### src/rtl/sd_cmd_frame_tx.sv
// SD command token builder: assembles start/tx/index/arg/CRC7/end into a 48-bit
// frame, computing CRC7 one bit per clock, then hands it to the CMD serializer.
module sd_cmd_frame_tx #(
    parameter int FRAME_W = 48,
    parameter int TIMEOUT = 64
) (
    input  logic               sd_clock,
    input  logic               reset,
    input  logic               cmd_start,
    input  logic [5:0]         cmd_index,
    input  logic [31:0]        cmd_arg,
    output logic               cmd_busy,
    output logic               cmd_done,
    output logic               cmd_error,
    output logic [6:0]         crc_out,
    output logic [FRAME_W-1:0] frame,
    output logic               ser_enable,
    output logic               ser_load_send,
    input  logic               ser_complete
);

    // state | meaning
    // IDLE  | waiting for cmd_start
    // CRC   | shifting 40 header bits through CRC7, one per clock
    // LOAD  | frame valid, one-cycle serializer load strobe
    // SEND  | serializer transmitting, waiting for ser_complete or timeout
    // DONE  | one-cycle completion pulse
    // ERR   | one-cycle timeout pulse
    typedef enum logic [2:0] {
        S_IDLE = 3'd0,
        S_CRC  = 3'd1,
        S_LOAD = 3'd2,
        S_SEND = 3'd3,
        S_DONE = 3'd4,
        S_ERR  = 3'd5
    } state_t;

    localparam logic [5:0] LAST_BIT = 6'd39;
    localparam logic [7:0] TMO_LAST = 8'(TIMEOUT - 1);

    state_t              state_q, state_d;
    logic [39:0]         shift_q, shift_d;
    logic [6:0]          crc_q, crc_d;
    logic [5:0]          bit_cnt_q, bit_cnt_d;
    logic [7:0]          tmo_q, tmo_d;
    logic [FRAME_W-1:0]  frame_q, frame_d;
    logic [6:0]          crc_out_q, crc_out_d;

    logic                crc_fb;
    logic [6:0]          crc_step;
    logic [39:0]         shift_rot;
    logic                first_send;

    assign crc_fb     = shift_q[39] ^ crc_q[6];
    assign crc_step   = {crc_q[5:0], 1'b0} ^ (crc_fb ? 7'h09 : 7'h00);
    // Rotating instead of shifting restores the header after 40 steps.
    assign shift_rot  = {shift_q[38:0], shift_q[39]};
    // Down-counter still at its load value means this is the first SEND cycle.
    assign first_send = (tmo_q == TMO_LAST);

    always_ff @(posedge sd_clock) begin
        if (reset) begin
            state_q   <= S_IDLE;
            shift_q   <= '0;
            crc_q     <= '0;
            bit_cnt_q <= '0;
            tmo_q     <= '0;
            frame_q   <= '0;
            crc_out_q <= '0;
        end else begin
            state_q   <= state_d;
            shift_q   <= shift_d;
            crc_q     <= crc_d;
            bit_cnt_q <= bit_cnt_d;
            tmo_q     <= tmo_d;
            frame_q   <= frame_d;
            crc_out_q <= crc_out_d;
        end
    end

    always_comb begin
        state_d = state_q;
        case (state_q)
            S_IDLE: if (cmd_start) state_d = S_CRC;
            S_CRC:  if (bit_cnt_q == LAST_BIT) state_d = S_LOAD;
            S_LOAD: state_d = S_SEND;
            S_SEND: begin
                if (ser_complete && !first_send) state_d = S_DONE;
                else if (tmo_q == 8'd0)          state_d = S_ERR;
            end
            S_DONE: state_d = S_IDLE;
            S_ERR:  state_d = S_IDLE;
            default: state_d = S_IDLE;
        endcase
    end

    always_comb begin
        shift_d   = shift_q;
        crc_d     = crc_q;
        bit_cnt_d = bit_cnt_q;
        tmo_d     = tmo_q;
        frame_d   = frame_q;
        crc_out_d = crc_out_q;
        case (state_q)
            S_IDLE: begin
                if (cmd_start) begin
                    shift_d   = {2'b01, cmd_index, cmd_arg};
                    crc_d     = '0;
                    bit_cnt_d = '0;
                end
            end
            S_CRC: begin
                shift_d   = shift_rot;
                crc_d     = crc_step;
                bit_cnt_d = bit_cnt_q + 6'd1;
                if (bit_cnt_q == LAST_BIT) begin
                    frame_d   = {shift_rot, crc_step, 1'b1};
                    crc_out_d = crc_step;
                end
            end
            S_LOAD: tmo_d = TMO_LAST;
            S_SEND: if (tmo_q != 8'd0) tmo_d = tmo_q - 8'd1;
            default: ;
        endcase
    end

    always_comb begin
        cmd_busy      = (state_q != S_IDLE);
        cmd_done      = (state_q == S_DONE);
        cmd_error     = (state_q == S_ERR);
        ser_enable    = (state_q == S_LOAD);
        ser_load_send = (state_q == S_SEND);
    end

    assign frame   = frame_q;
    assign crc_out = crc_out_q;

endmodule

### config.mk
export PLATFORM = sky130hd
export DESIGN_NAME = sd_cmd_frame_tx
export DESIGN_NICKNAME = d
export VERILOG_FILES = /design/src/rtl/sd_cmd_frame_tx.sv
export SDC_FILE = /design/constraint.sdc
export NUM_CORES = 1
export LEC_CHECK = 0
export CELL_PAD_IN_SITES_DETAIL_PLACEMENT = 1
export CELL_PAD_IN_SITES_GLOBAL_PLACEMENT = 1
export CORE_UTILIZATION = 35
export DETAILED_ROUTE_END_ITERATION = 10
export GPL_TIMING_DRIVEN = 0
export PLACE_DENSITY = 0.79
export SLEW_MARGIN = 20
export SYNTH_ARGS = -nofsm -noshare
export SYNTH_HDL_FRONTEND = slang
export SYNTH_SLANG_ARGS = --single-unit
### constraint.sdc
create_clock -name sd_clock -period 2.3 [get_ports sd_clock]
set_input_delay 0.23 -clock sd_clock [delete_from_list [all_inputs] [get_ports sd_clock]]
set_output_delay 0.23 -clock sd_clock [all_outputs]
set_load 0.02 [all_outputs]
==> flow_summary_export.csv, run 1 <==
group,metric,value,unit
layout,n_fill_cell,1466,
global_routing,grt-ovfl-total,0,
worst_hold_path,holdPathStages,2,
worst_setup_path,critPathKind,"flip-flop to output port",
layout,antenna_cells,0,
worst_setup_path,path_buf_inv,2,
pwr,cellLeakagePower,2.11,nW
sta,holdWs,0.455,ns
routing,drt_pass1_iterations,4,
worst_setup_path,end_kind,"output port",
yosys,synth_cell_types,45,
global_routing,grt_use_total,19.9,%
placed_design,place_area,5630,sq um
sta,rsz0062_at_grt,"no",
yosys,synthArstFlopShare,0,%
global_routing,grt_max_degree,18,
placed_design,place_congestion,0.844,
run_status,outcome,"complete, no violations",
placed_design,hpwlAfterDp,9040,microns
worst_setup_path,timing.rr.start,"state_q[1]",
placed_design,portBuffers,101,
layout,fin_cells,813,
clock_network,cts_buffers,9,
worst_setup_path,rrSetupSlack,0.33,ns
die,core.rowCount,40,
sta,fin_crit_sh,91.1,%
routing,dr_total_vias,4163,
die,initial_core_util,36.2,%
worst_hold_path,holdCritStartpoint,"frame[12]",
pwr,power.density,729,nW/um^2
yosys,synth_edf_count,0,
global_routing,antenna_found_initial,0,
layout,final_core_util,49.0,%
sta,setup_viol,0,
yosys,synth_cells,528,
routing,drc,0,
global_routing,grt_pass1_vias,4217,
sta,clock_skew,0.00665,ns
yosys,avgSynthCellArea,8.35,sq um
routing,routed_via_density,5.12,
pwr,irDropWorstVdd,0.381,mV
yosys,synth_fp_nets,574,
layout,area.growth.synth_to_final,35.1,%
worst_hold_path,holdCritPathClass,"flip-flop to flip-flop",
clock_network,cts_tree,"built",
sta,setup_slack,0.204,ns
layout,final_nets,686,
sta,max_slew_margin,56.8,%
layout,regArea,2240,sq um
sta,fin_tns_setup,0,ns
routing,drtIter0Drc,216,
placed_design,preCtsSetupSlack,0.0589,ns
layout,drive_gt1_share,7.60,%
global_routing,grt_pass1_wl,20400,microns
clock_network,clockBufferDepth,2,
placed_design,numPlacedInstances,797,
worst_hold_path,hold_end,"frame[12]",
sta,fmax,477,MHz
clock_network,path_clk_slew,0.07,ns
run,max-cap-violations,0,
routing,postRouteAntennaNets,0,
routing,wl_per_cell,15.2,microns
sta,hold_viol_final,0,
worst_setup_path,crit_fanout,10,
worst_setup_path,cp.required,2.07,ns
die,dieArea,13000,sq um
worst_setup_path,path_cells,"clkbuf_2, nand2b_1, nor2_1, clkdlybuf4s50_1",
clock_network,post_cts_buffers,0,
yosys,synth_ff_type,"dfxtp_1",
yosys,yosys_warnings,0,
die,die_w,114,microns
worst_setup_path,cp_slowest_stage_delay,0.61,ns
worst_setup_path,slowest_stage,"clkdlybuf4s50_1",
sta,period_needed,2.10,ns
yosys,ys_seq_area_share,50.9,%
die,die_h,114,microns
worst_setup_path,critPathArrivalTime,1.87,ns
pwr,finalPower,4.34,mW
routing,wl,12300,microns
clock_network,clkLatencyLatePin,0.35,ns
yosys,synth-seq-cells,112,
die,core,12200,sq um
layout,design_area,5950,sq um
worst_setup_path,rr_endpoint,"shift_q[29]",
worst_setup_path,worstSetupStartpointType,"flip-flop",
worst_setup_path,reg2reg_depth,6,
sta,drv_slew,0,
clock_network,cts-htree-levels,3,
sta,tightest_slew,0.644,ns
yosys,syn_area,4410,sq um
clock_network,clock-root-buffer,"clkbuf_16",
clock_network,cts_sinks,112,
layout,multi_input_area,1890,sq um
worst_setup_path,cp_top_family,"buffers and inverters",
die,io_pins,102,
==> worst reg2reg max path: stages (launching register included) <==
cell and delay [ns]:
dfxtp_1 0.31, buf_2 0.17, or3b_4 0.18, clkbuf_1 0.43, buf_1 0.42, o22ai_1 0.15
nor3_1 0.23
==> how the worst max path moves through the flow <==
stage                     startpoint             to  cells past startpoint
after CTS                 state_q[2]     ser_enable                      5
final                     state_q[2]  ser_load_send                      4
after global routing      state_q[2]  ser_load_send                      4
after detailed placement   cmd_start    shift_q[35]                      6
after global placement     cmd_start    shift_q[37]                      6
after floorplan           state_q[1]      frame[17]                      7
==> report_power, final <==
| part | switching, mW | internal [mW] |
|---|---|---|
| clock network | 0.712 | 0.957 |
| registers | 0.0891 | 2.04 |
| logic | 0.304 | 0.237 |
| total | 1.11 | 3.23 |
==> metal layers <==
metal,track usage (%),routed length (microns),share of wire [%]
met5,0,0,0
met4,5.63,131,1.1
met3,4.92,518,4.2
met2,34.8,6050,49
met1,24.2,5620,46
==> synthesized netlist by cell type, types with 3 or more instances <==
cell	number	share of area, %
a21oi_1	61	6.9
buf_4	10	1.7
inv_1	7	0.60
buf_6	4	1.0
a211oi_1	5	0.85
nor2_1	58	4.9
nand4_1	4	0.57
nand3_1	10	1.1
ha_1	4	1.1
a311oi_1	3	0.60
o22ai_1	25	3.5
nand2_1	107	9.1
clkbuf_1	21	1.8
buf_2	9	1.0
dfxtp_1	112	51
nor3_1	35	4.0
xor2_1	5	0.99
a222oi_1	13	3.0
==> state kept, by name, summed over array words and instances, names as in the netlist <==
register / count
bit_cnt_q: 6
crc_q: 7
shift_q: 40
state_q: 3
frame: 48
tmo_q: 8
==> final cells by class <==
| type | instances | share of cell area, % |
|---|---|---|
| multi-input combinational | 362 | 31.8 |
| sequential | 112 | 37.7 |
| clock buffer | 11 | 3.91 |
| inverter | 7 | 0.441 |
| tap | 168 | 3.53 |
| buffer | 47 | 4.33 |
| timing repair buffer | 101 | 17.0 |
| clock inverter | 5 | 1.32 |
==> repair_timing <==
action	in CTS	in global routing
endpoints found under the setup margin	1	4
resized for setup	1	4
endpoints found under the hold margin	0	0
hold buffers	0	0
==> cells by family (layout without fill, tap and decap cells) <==
family / Yosys count / after routing / share of synthesized area, %
adder cells (fa/ha/maj): 4 / 4 / 1.14
AND/OR/NAND/NOR: 234 / 234 / 23.4
AO/OA/AOI/OAI: 115 / 115 / 16.3
multiplexers: 2 / 2 / 0.511
XOR/XNOR: 7 / 7 / 1.39
flip-flops: 112 / 112 / 50.9
buffers and inverters: 54 / 171 / 6.41
==> cell usage in the layout (no fill, tap or decap), drive strengths merged, types with 3 or more instances in the layout <==
cell	n
nor4	3
a311oi	3
xor2	5
a21oi	61
nand4	4
nand3	10
nor3	36
inv	8
nand2	107
a222oi	13
dfxtp	112
clkbuf	33
o22ai	25
clkdlybuf4s50	100
a211oi	5
buf	25
nor2	58
ha	4
No activity file was read; power rests on OpenSTA's default activity.
==> run 2, diff against run 1 <==
==> config.mk (replaced) <==
export PLATFORM = sky130hd
export DESIGN_NAME = sd_cmd_frame_tx
export DESIGN_NICKNAME = d
export VERILOG_FILES = /design/src/rtl/sd_cmd_frame_tx.sv
export SDC_FILE = /design/constraint.sdc
export NUM_CORES = 1
export LEC_CHECK = 0
export ABC_CLOCK_PERIOD_IN_PS = 2300
export CELL_PAD_IN_SITES_DETAIL_PLACEMENT = 2
export CELL_PAD_IN_SITES_GLOBAL_PLACEMENT = 2
export CORE_UTILIZATION = 29
export DETAILED_ROUTE_END_ITERATION = 10
export GPL_TIMING_DRIVEN = 0
export PLACE_DENSITY = 0.82
export SETUP_SLACK_MARGIN = 0.3
export SLEW_MARGIN = 20
export SYNTH_ARGS = -nofsm -noshare
export SYNTH_HDL_FRONTEND = slang
export SYNTH_SLANG_ARGS = --single-unit
==> run 2 against run 1 <==
Effect of this change:
- the flow now finishes with violations (design-rule violations)
- hold slack improved by 0.0038 ns
- sequential power is essentially flat
- register-to-register slack better by 0.07 ns
- non-clock buffer count grew 1
- fmax is 10% higher
==> flow_summary_export.csv, run 2 (same netlist as run 1, synthesis figures left out) <==
group,metric,value,unit
worst_setup_path,crit_fanout,10,
global_routing,grt_max_degree,16,
clock_network,clock-root-buffer,"clkbuf_16",
layout,largest_reg_flops,48,
routing,drc,7,
pwr,power.density,692,nW/um^2
placed_design,place_area,5650,sq um
pwr,cellLeakagePower,2.13,nW
layout,drive_gt1_share,9.80,%
global_routing,antenna_found_initial,0,
clock_network,cts-htree-levels,3,
worst_setup_path,critPathKind,"flip-flop to flip-flop",
clock_network,clkLatencyLatePin,0.35,ns
die,die_h,125,microns
layout,final_nets,687,
routing,dr_total_vias,4177,
worst_setup_path,path_common_cell,"buf_6",
layout,most-common-layout-cells,"dfxtp_1, nand2_1, clkdlybuf4s50_1",
layout,final_common_cell,"dfxtp_1",
run_status,violations,"design-rule violations",
global_routing,grt_pass1_wl,24000,microns
sta,setup_slack,0.396,ns
sta,drv_slew,0,
clock_network,path_clk_slew,0.07,ns
worst_setup_path,path_buf_inv,3,
routing,wl,14500,microns
clock_network,clockBufferDepth,2,
placed_design,preCtsSetupSlack,-0.0506,ns
pwr,irDropWorstVdd,0.319,mV
die,io_pins,102,
global_routing,grt_pass1_vias,4669,
sta,fin_crit_sh,82.8,%
worst_setup_path,slowest_stage,"or3b_4",
sta,tightest_slew,0.591,ns
worst_setup_path,reg2reg_depth,7,
layout,antenna_cells,0,
sta,period_needed,1.90,ns
layout,n_fill_cell,1624,
layout,multi_input_area,1930,sq um
placed_design,portBuffers,101,
sta,max_slew_margin,60.6,%
worst_setup_path,path_cells,"buf_2, or3b_4, or3_1, buf_6, buf_6, nand2_1, a21oi_1",
worst_hold_path,holdPathStages,2,
sta,clock_skew,0.00488,ns
worst_setup_path,path_depth,7,
worst_setup_path,critPathArrivalTime,2.12,ns
worst_hold_path,holdCritPathClass,"flip-flop to flip-flop",
global_routing,grt-ovfl-total,0,
die,initial_core_util,30.0,%
layout,design_area,5960,sq um
routing,drtIter0Drc,221,
die,dieArea,15700,sq um
layout,area.growth.synth_to_final,35.2,%
worst_setup_path,end_kind,"flip-flop",
worst_setup_path,cp_top_family,"simple AND/OR/NAND/NOR gates",
layout,final_core_util,40.5,%
sta,hold_viol_final,0,
sta,setup_viol,0,
placed_design,hpwlAfterDp,10700,microns
die,core,14700,sq um
worst_setup_path,cp_slowest_stage_delay,0.44,ns
routing,wl_per_cell,17.5,microns
placed_design,place_congestion,0.763,
routing,drt_pass1_iterations,8,
routing,routed_via_density,5.05,
clock_network,cts_sinks,112,
layout,regArea,2240,sq um
worst_setup_path,worstSetupStartpointType,"flip-flop",
sta,fmax,525,MHz
routing,postRouteAntennaNets,0,
sta,rsz0062_at_grt,"no",
clock_network,cts_buffers,9,
clock_network,cts_tree,"built",
run,max-cap-violations,0,
global_routing,grt_use_total,19.2,%
run_status,outcome,"complete, but fails checks",
sta,fin_tns_setup,0,ns
worst_setup_path,cp.required,2.52,ns
die,core.rowCount,44,
die,die_w,125,microns
[run 2: path summary, 6_finish.rpt]
| check | from | end | slack [ns] |
|---|---|---|---|
| worst max-delay path | state_q[1] | frame[42] | 0.40 |
| worst min-delay path | frame[29] | frame[29] | 0.46 |
| worst max register to register | state_q[1] | frame[42] | 0.40 |
| worst min register to register | frame[29] | frame[29] | 0.46 |
[run 2: tightest hold or removal path: stages (launching register included)]
cell,delay [ns]
dfxtp_1,0.31
nand2_1,0.05
a21oi_1,0.05
[run 2: area by class of cell]
cell class	count	area share, %
timing repair buffer	102	17.0
buffer	47	4.54
sequential	112	37.6
multi-input combinational	362	32.5
inverter	7	0.441
clock inverter	2	0.168
clock buffer	11	3.91
tap	184	3.86
[run 2: layer usage]
layer	GRT usage, %	routed length (microns)
met5	0	0
met4	6.53	266
met3	2.44	441
met2	34.9	7550
met1	23.2	6260
[run 2: what timing repair did]
item | CTS | global route
setup buffers | 0 | 1
setup endpoints to repair | 34 | 47
pin swaps | 0 | 0
resized for setup | 11 | 26
gates cloned | 0 | 0
hold buffers | 0 | 0
hold endpoints to repair | 0 | 0
[run 2: per-stage QoR]
stage / power, mW / instances / hold slack (ns)
after floorplan: 2.50 / 528 / 0.385
after global placement: 2.69 / 813 / 0.446
after detailed placement: 2.74 / 813 / 0.455
after CTS: 4.14 / 826 / 0.465
after global routing: 4.32 / 827 / 0.477
final: 4.12 / 827 / 0.459
[run 2: report_power, final]
part	internal [mW]	switching (mW)	total, mW
clock	0.715	0.678	1.39
sequential	2.04	0.0994	2.14
combinational	0.252	0.337	0.589
==> run 3, diff against run 2 <==
--- a/config.mk
+++ b/config.mk
@@ -5,7 +5,7 @@
 export SDC_FILE = /design/constraint.sdc
 export NUM_CORES = 1
 export LEC_CHECK = 0
-export ABC_CLOCK_PERIOD_IN_PS = 2300
+export ABC_CLOCK_PERIOD_IN_PS = 2000
 export CELL_PAD_IN_SITES_DETAIL_PLACEMENT = 2
 export CELL_PAD_IN_SITES_GLOBAL_PLACEMENT = 2
 export CORE_UTILIZATION = 29
==> constraint.sdc (replaced) <==
create_clock -name sd_clock -period 2 [get_ports sd_clock]
set_input_delay 0.2 -clock sd_clock [delete_from_list [all_inputs] [get_ports sd_clock]]
set_output_delay 0.2 -clock sd_clock [all_outputs]
set_load 0.02 [all_outputs]
==> run 3 against run 2 <==
Effect of this change:
- the flow still finishes with violations (design-rule violations)
- worst setup slack worse by 0.31 ns
- clock power rose by 36%
- sequential cell count unchanged
- clock skew is 0.018 ns higher
- power grew 31%
- first-iteration DRC count grew 76%
- hold slack lost 0.018 ns
- sequential power up 17%
- global-route usage up 4.2 points
- register-to-register slack worse by 0.31 ns
- critical path type unchanged
- largest cell class is now multi-input gates
==> flow_summary_export.csv, run 3 (same netlist as run 1, synthesis figures left out) <==
group,metric,value,unit
routing,drtIter0Drc,390,
pwr,power_frac_clock,35.0,%
pwr,irDropWorstVdd,0.460,mV
sta,fmax,522,MHz
die,dieArea,15700,sq um
global_routing,grt_use_total,23.4,%
worst_setup_path,worstSetupStartpointType,"flip-flop",
worst_setup_path,critPathArrivalTime,2.17,ns
routing,routed.top_layer,"met4",
routing,met2WireLength,11900,microns
worst_setup_path,path_cells,"buf_6, or3b_4, or3_4, buf_12, buf_8, nand2_1, a21oi_1",
clock_network,cts_buffers,9,
die,core.rowCount,44,
pwr,p_switching,1.67,mW
placed_design,numPlacedInstances,813,
clock_network,cts_tree,"built",
layout,drive_gt1_share,29.9,%
worst_setup_path,rrSetupSlack,0.08,ns
routing,dr_wl_met3,854,microns
sta,clock_skew,0.0226,ns
clock_network,path_clk_slew,0.09,ns
worst_setup_path,timing.rr.start,"state_q[1]",
clock_network,postCtsHoldBufs,0,
placed_design,place_area,5650,sq um
layout,fin_cells,863,
routing,dr_total_vias,4777,
worst_setup_path,crit_fanout,8,
sta,setup_slack,0.0839,ns
run,max-cap-violations,0,
worst_setup_path,worstSetupStartpoint,"state_q[1]",
global_routing,grt_pass1_vias,5028,
sta,rsz0062_at_grt,"yes",
pwr,power_frac_seq,46.2,%
pwr,power.density,762,nW/um^2
routing,wl,22200,microns
clock_network,cts_sinks,112,
placed_design,preCtsSetupSlack,-0.323,ns
routing,wl_per_cell,25.7,microns
clock_network,clock-root-buffer,"clkbuf_16",
pwr,cellLeakagePower,2.64,nW
worst_hold_path,holdCritPathClass,"input port to flip-flop",
pwr,power.internal,3.74,mW
layout,final_common_cell,"dfxtp_1",
worst_setup_path,cp_slowest_stage_delay,0.44,ns
routing,wl_met1,8620,microns
placed_design,place_congestion,0.826,
layout,largest_reg_flops,48,
routing,drt_pass1_iterations,8,
pwr,p_sw_share,30.9,%
layout,most-common-layout-cells,"dfxtp_1, clkdlybuf4s50_1, nand2_1",
run_status,violations,"design-rule violations",
clock_network,clockBufferDepth,2,
worst_setup_path,end_kind,"flip-flop",
sta,drv_slew,0,
die,io_pins,102,
layout,design_area,7110,sq um
clock_network,cts-htree-levels,3,
sta,hold_viol_final,0,
sta,max_slew_margin,50.5,%
routing,routed_via_density,5.54,
global_routing,grt_max_degree,19,
routing,drc,6,
global_routing,antenna_found_initial,0,
worst_setup_path,slowest_stage,"or3_4",
worst_setup_path,cp.required,2.25,ns
placed_design,hpwlAfterDp,10800,microns
sta,fin_crit_sh,95.8,%
routing,postRouteAntennaNets,0,
die,die_h,125,microns
die,core,14700,sq um
layout,antenna_cells,0,
run_status,outcome,"complete, but fails checks",
pwr,share_comb_of_total_power,18.9,%
global_routing,grt_pass1_wl,28400,microns
clock_network,clkLatencyLatePin,0.38,ns
layout,final_nets,720,
die,initial_core_util,30.0,%
sta,period_needed,1.92,ns
layout,area.growth.synth_to_final,61.3,%
placed_design,portBuffers,101,
worst_setup_path,critPathKind,"flip-flop to flip-flop",
sta,setup_viol,0,
global_routing,grt-ovfl-total,0,
worst_hold_path,holdCritStartpoint,"cmd_index[2]",
die,die_w,125,microns
sta,tightest_slew,0.743,ns
## run 3: cell count changes in the layout (fill, tap and decap cells not counted), sizes merged
| cell | before | now |
|---|---|---|
| buf | 27 | 59 |
| clkdlybuf4s50 | 96 | 89 |
| dlymetal6s2s | 1 | 6 |
| clkbuf | 33 | 36 |
| inv | 7 | 10 |
| clkdlybuf4s15 | 0 | 2 |
| clkinv | 2 | 0 |
| dlygate4sd2 | 3 | 1 |
| bufbuf | 0 | 1 |
| clkinvlp | 0 | 1 |
## run 3: metrics by stage
stage,hold WS [ns],setup TNS [ns],total power [mW],util [%]
after floorplan,0.355,0,2.87,-
after global placement,0.446,-3.70,3.10,38.5
after detailed placement,0.454,-6.58,3.15,38.5
after CTS,0.439,0,5.05,43.7
after global routing,0.456,0,5.55,48.4
final,0.441,0,5.42,48.4
## run 3: worst max-delay path: cells and delay by family (launching register included)
kind | cells | cell delay, ns
AOI/OAI and AO/OA | 1 | 0.09
buffers and inverters | 3 | 0.45
DFF | 1 | 0.32
and+or+nand+nor | 3 | 0.94
## run 3: timing repair
item | in CTS | in global routing
cloned | 3 | 4
setup buffers | 11 | 16
endpoints found under the setup margin | 108 | 120
pin swaps | 20 | 29
endpoints found under the hold margin | 0 | 0
gates resized for setup | 103 | 133
## run 3: worst paths after layout
check,cells after the start,endpoint
hold / removal,3,shift_q[34]
setup reg to reg,7,frame[36]
setup / recovery,7,frame[36]
hold reg to reg,2,frame[18]
## run 3: per-layer routing
metal  vias to the layer above  track usage, %
met5                         -               0
met4                         0            9.47
met3                        54            3.77
met2                       166            43.3
met1                      2429            26.6
li1                       2128               -
## run 3: power groups by stage
stage	combinational (mW)	sequential (mW)	clock (mW)
3_5_place_dp	0.642	2.51	0
5_1_grt	1.07	2.51	1.97
6_report	1.02	2.50	1.89
4_1_cts	0.755	2.46	1.83
3_3_place_gp	0.605	2.49	0
2_1_floorplan	0.404	2.47	0
## run 3: layout make-up
type                            count  area, sq um
Fill cell                        1518         7590
Multi-Input combinational cell    362         2460
Sequential cell                   112         2250
Timing Repair Buffer              135         1430
Buffer                             47          422
Clock buffer                       12          256
Tap cell                          184          230
Clock inverter                      4         33.8
Inverter                            7         26.3
==> edit 1 (config.mk and constraints of run 2) <==
Take the reset off `shift_q` and load it in a clocked block of its own.
--- a/src/rtl/sd_cmd_frame_tx.sv
+++ b/src/rtl/sd_cmd_frame_tx.sv
@@ -62,5 +62,4 @@
         if (reset) begin
             state_q   <= S_IDLE;
-            shift_q   <= '0;
             crc_q     <= '0;
             bit_cnt_q <= '0;
@@ -70,5 +69,4 @@
         end else begin
             state_q   <= state_d;
-            shift_q   <= shift_d;
             crc_q     <= crc_d;
             bit_cnt_q <= bit_cnt_d;
@@ -77,4 +75,8 @@
             crc_out_q <= crc_out_d;
         end
+    end
+
+    always_ff @(posedge sd_clock) begin
+        shift_q <= shift_d;
     end
 
Check against the original RTL: no difference found for any inputs over 10 cycles, from zero or initial values and one cycle with reset high; that may be too few to reach the edited logic, so the function may still have changed.
==> edit 1 against run 2 <==
Sequential power up 7%. Wire length up 0.12%. Critical path depth down 1. First-iteration DRC count down 38%. Maximum frequency fell by 6.6%. Total power increased by 6.1%. Design area grew 6.4%. Sequential cell count stayed put. Worst setup slack lost 0.13 ns. Synthesized area increased by 4.1%. Critical path type unchanged. Largest cell class unchanged. Largest power group unchanged. Highest routed layer unchanged.
==> edit 1: results (changes against run 2) <==
The flow ran to the end, and the final reports show no timing, DRC or antenna violations. The standard cell with the maximum stage delay on the critical path is sky130_fd_sc_hd__a2111oi_1. The fraction of area in multi-input gates was 0.275 (-0.0492). In this run the worst setup path terminates at tmo_q[3].

By area the synthesized netlist is led by sky130_fd_sc_hd__dfxtp_1 (31%), sky130_fd_sc_hd__edfxtp_1 (26%), sky130_fd_sc_hd__nand2_1 (17%). In this run the most critical hold path is launched from frame[42]. The run gives 4410 (-5.5%) as the via count of the first global-routing pass. The tools report the final worst clock skew as 0.00966 ns (+0.00478 ns). The portion of netlist area occupied by mux cells is 0 (-0.00511), and the number of design-rule violations left by the first detailed-router iteration is 136 (-38%). The setup slack after placement was -0.354 ns (-0.304 ns). The commonest cells after synthesis are sky130_fd_sc_hd__nand2_1 (210), sky130_fd_sc_hd__dfxtp_1 (72), sky130_fd_sc_hd__a21oi_1 (53), sky130_fd_sc_hd__edfxtp_1 (40), sky130_fd_sc_hd__nor2_1 (21). The total setup buffers inserted after CTS was 1 (+1); the fraction of layout instances using a drive strength above 1 was 0.101 (+0.00311). The power density over the cells works out to 690 nW/µm² (-0.25%). For the worst slew slack as a fraction of its limit, the log shows 0.528 (-0.0774). Peak supply drop: 0.309 mV (-3.0%). Number of non-clock inverters in the layout: 11 (+4). In this run the critical register-to-register path is launched from tmo_q[1]. The detailed-router iteration count before antenna repair is 6 (-2). The tools report the start point of the critical path as tmo_q[1]. The final cycle utilization of the critical path was 0.887 (+0.0586).

For the layout filler cell count, the log shows 1695 (+4.4%). Average wire per cell in the routed design: 17.0 µm (-3.0%). The wire length of the first global-routing pass was 22.7 mm (-5.4%). The number of enable flip-flop cells after synthesis came out at 40 (+40). The number of placed cells counting well taps was 829 (+2.0%). The number of buffers outside the clock class in the layout works out to 145 (-2.7%). The net total in the final layout was 684 (-0.44%). The placed standard-cell area was 5860 µm² (+3.7%); the total detailed-routing wirelength was 14.5 mm (+0.12%). Final-layout worst hold slack: 0.460 ns (+0.00130 ns).

The antenna diode count came out at 0 (unchanged). The proportion of power drawn by flip-flops and latches was 0.525 (+0.006); the worst reg-to-reg setup slack was 0.26 ns (-0.13 ns). Overall power of the completed layout: 0.00437 W (+6.1%).

The detail-routed via count per cell works out to 4.76 (-5.8%). The XOR/XNOR share of the synthesized area was 0.00954 (-0.00437). Cell with the most instances after synthesis: sky130_fd_sc_hd__nand2_1. The kind of cell with the highest combined delay along the critical path is compound AO/OA/AOI/OAI gates. The sequential area share after synthesis is 0.576 (+0.0670). The number of distinct library cells after synthesis came out at 44 (-2.2%).

The internal power component is 0.00324 W (+7.6%). Delay contributed by the slowest stage of the critical path: 0.64 ns (+0.20 ns). The static leakage was 2.38 nW (+12%). The depth of the most critical reg-to-reg path is 6 (-1), and the number of instances resized during post-cts repair is 23 (+12). The tools report the worst endpoint data arrival time as 2.29 ns (+0.17 ns).

The worst-case hold path end point is frame[42]. The maximum fanout encountered on the critical timing path was 7 (-3). The synthesized net count came out at 564 (-1.7%). Combined global-route utilization of all metal layers: 0.181 (-0.0105).

The tools report the reported clock group power as 0.00159 W (+14%).
==> edit 1: cell types whose count changed after synthesis, moves of 13 or more <==
| cell | before | now |
|---|---|---|
| sky130_fd_sc_hd__o22ai_1 | 25 | 0 |
| sky130_fd_sc_hd__a222oi_1 | 13 | 0 |
| sky130_fd_sc_hd__dfxtp_1 | 112 | 72 |
| sky130_fd_sc_hd__nor3_1 | 35 | 4 |
| sky130_fd_sc_hd__edfxtp_1 | 0 | 40 |
| sky130_fd_sc_hd__nand2_1 | 107 | 210 |
| sky130_fd_sc_hd__nor2_1 | 58 | 21 |
==> edit 1: metal layers <==
| metal | GRT usage | up-vias | share of wire |
|---|---|---|---|
| li1 | - | 1964 | - |
| met1 | 0.223 | 2006 | 0.46 |
| met2 | 0.325 | 82 | 0.50 |
| met3 | 0.0250 | 12 | 0.029 |
| met4 | 0.0609 | 0 | 0.012 |
| met5 | 0 | - | 0 |
==> edit 2 (flow settings as in run 2) <==
Without the edit above. Set the parameter `TIMEOUT` to 48 (it was 64).
--- a/src/rtl/sd_cmd_frame_tx.sv
+++ b/src/rtl/sd_cmd_frame_tx.sv
@@ -3,5 +3,5 @@
 module sd_cmd_frame_tx #(
     parameter int FRAME_W = 48,
-    parameter int TIMEOUT = 64
+    parameter int TIMEOUT = 48
 ) (
     input  logic               sd_clock,
Formal check against the unedited RTL: same outputs for any inputs over 10 cycles, from zero or initial values and one cycle with reset high; that may be too few to reach the edited logic, so the function may still have changed.
==> edit 2 against run 2 <==
First-iteration DRC count up 1.4%. Wire length shrank 1.3%. Synthesized area increased by 1.5%. Total power increased by 3.0%. Design area grew 0.80%. Largest cell class unchanged. Sequential cell count unchanged. Worst setup slack lost 0.00060 ns. Worst hold slack got worse by 0.011 ns. Critical path type is now reg -> out.
==> edit 2: results (changes against run 2) <==
The logs give 3 (-8) for the number of instances resized during post-cts repair and 17 (+1) for the maximum number of pins on one net before global-route repair. The slew at the pin with the worst max-slew slack was 0.646 ns (+0.0546 ns). The slowest stage of the critical path is the sky130_fd_sc_hd__dfxtp_1 cell.

Via count of the first global-routing pass: 4590 (-1.7%). The wire length of the first global-routing pass is 24.1 mm (+0.23%). The number of flip-flops in the largest register came out at 48 (unchanged). The run gives 0.775 (+1.5%) as the weighted congestion reported at the end of routability-driven placement. The flow ran to the end, and the final reports show no timing, DRC or antenna violations. The layout filler cell count is 1674 (+3.1%). The peak supply drop came out at 0.407 mV (+28%).

The synthesized net count was 574 (unchanged); the placed standard-cell area was 5710 µm² (+1.1%). The worst reg-to-reg setup slack is 0.45 ns (+0.05 ns), and the average wire per cell in the routed design is 17.2 µm (-1.8%). The run gives 5 (-3) as the detailed-router iteration count before antenna repair.

The fraction of layout instances using a drive strength above 1 is 0.0995 (+0.00156), and the combined global-route utilization of all metal layers is 0.191 (-0.000627). The sequential area share after synthesis was 0.501 (-0.00754). By area the synthesized netlist is led by sky130_fd_sc_hd__dfxtp_1 (50%), sky130_fd_sc_hd__nand2_1 (8.8%), sky130_fd_sc_hd__a21oi_1 (6.9%). The depth of the most critical reg-to-reg path works out to 6 (-1). Maximum fanout encountered on the critical timing path: 6 (-4). The count of buffers from port buffering works out to 100 (-0.99%).

The tools report the total detailed-routing wirelength as 14.3 mm (-1.3%). The via count was 4229 (+1.2%). The tools report the number of design-rule violations left by the first detailed-router iteration as 224 (+1.4%). The number of placed cells counting well taps came out at 816 (+0.37%). The run gives 1.67 ns (-0.45 ns) as the worst endpoint data arrival time. By count the netlist is led by sky130_fd_sc_hd__dfxtp_1 (112), sky130_fd_sc_hd__nand2_1 (105), sky130_fd_sc_hd__a21oi_1 (62), sky130_fd_sc_hd__nor2_1 (56), sky130_fd_sc_hd__nor3_1 (29). Antenna diode count: 0 (unchanged).

The clock transition at the registers of the reported paths was 0.07 ns (about the same); the placed wire-length estimate was 10.7 mm (-0.16%). The net total in the final layout was 685 (-0.29%). The average instance area after synthesis was 8.47 µm² (+1.5%). The run gives 0.00609 ns (+0.00121 ns) as the final worst clock skew. The tightest min-delay check is of the in -> reg type. The static leakage is 2.15 nW (+1.1%), and the delay contributed by the slowest stage of the critical path is 0.31 ns (-0.13 ns).

The clock network latency to the later pin of the worst-skew pair was 0.35 ns (about the same); the total count of max-transition violations in the final report was 0 (unchanged).
[edit 2: changes by cell type after synthesis, sizes merged, moves of 4 or more]
cell           run 2  this run
buf               25        34
clkbuf            22        16
nor3              36        30
xnor2              2         6
[edit 2: metal layers]
metal | wire (µm) | global-route usage
met2 | 7510 | 0.354
met3 | 420 | 0.0255
met4 | 176 | 0.0595
met5 | 0 | 0
met1 | 6220 | 0.228
[edit 2: worst max-delay path, delay by kind of cell (launching register included)]
| kind | cells | cell delay, ns |
|---|---|---|
| buffers and inverters | 3 | 0.48 |
| flip-flops | 1 | 0.31 |
| AND/OR/NAND/NOR | 2 | 0.55 |
[edit 2: per-stage QoR]
stage / hold slack [ns] / utilization / setup slack, ns / power [W]
6_report: 0.448 / 0.397 / 0.395 / 0.00424
5_1_grt: 0.480 / 0.397 / 0.287 / 0.00443
4_1_cts: 0.461 / 0.396 / 0.202 / 0.00429
3_5_place_dp: 0.451 / 0.377 / 0.217 / 0.00277
3_3_place_gp: 0.443 / 0.377 / 0.311 / 0.00273
2_1_floorplan: 0.398 / - / 0.672 / 0.00254
[edit 2: power breakdown]
group	total (W)	switching [W]	internal (W)
registers	0.00213	0.0000953	0.00204
logic	0.000596	0.000334	0.000262
clock network	0.00152	0.000697	0.000820
[edit 2: final timing paths]
check | to | start
hold / removal | state_q[0] | reset
setup / recovery | ser_enable | state_q[2]
hold reg to reg | frame[30] | frame[30]
setup reg to reg | tmo_q[3] | tmo_q[0]
[edit 2: final cells by class]
class,count,share of cell area
flip-flops and latches,112,0.373
multi-input cells,361,0.325
repair buffers,100,0.167
plain buffers,50,0.0454
clock buffers,13,0.0450
well taps,188,0.0392
inverters,5,0.00313
clock inverters,2,0.00229
[edit 2: cell families (layout without fill, tap and decap cells)]
family                     count (synthesis)  in the layout  share of synthesized area
muxes                                      2              2                    0.00475
xor gates and xnor gates                   8              8                     0.0157
adders and majority gates                  4              4                     0.0112
AOI/OAI and AO/OA                        116            116                      0.165
buffers and inverters                     55            170                     0.0635
DFF                                      112            112                      0.501
and+or+nand+nor                          231            231                      0.239
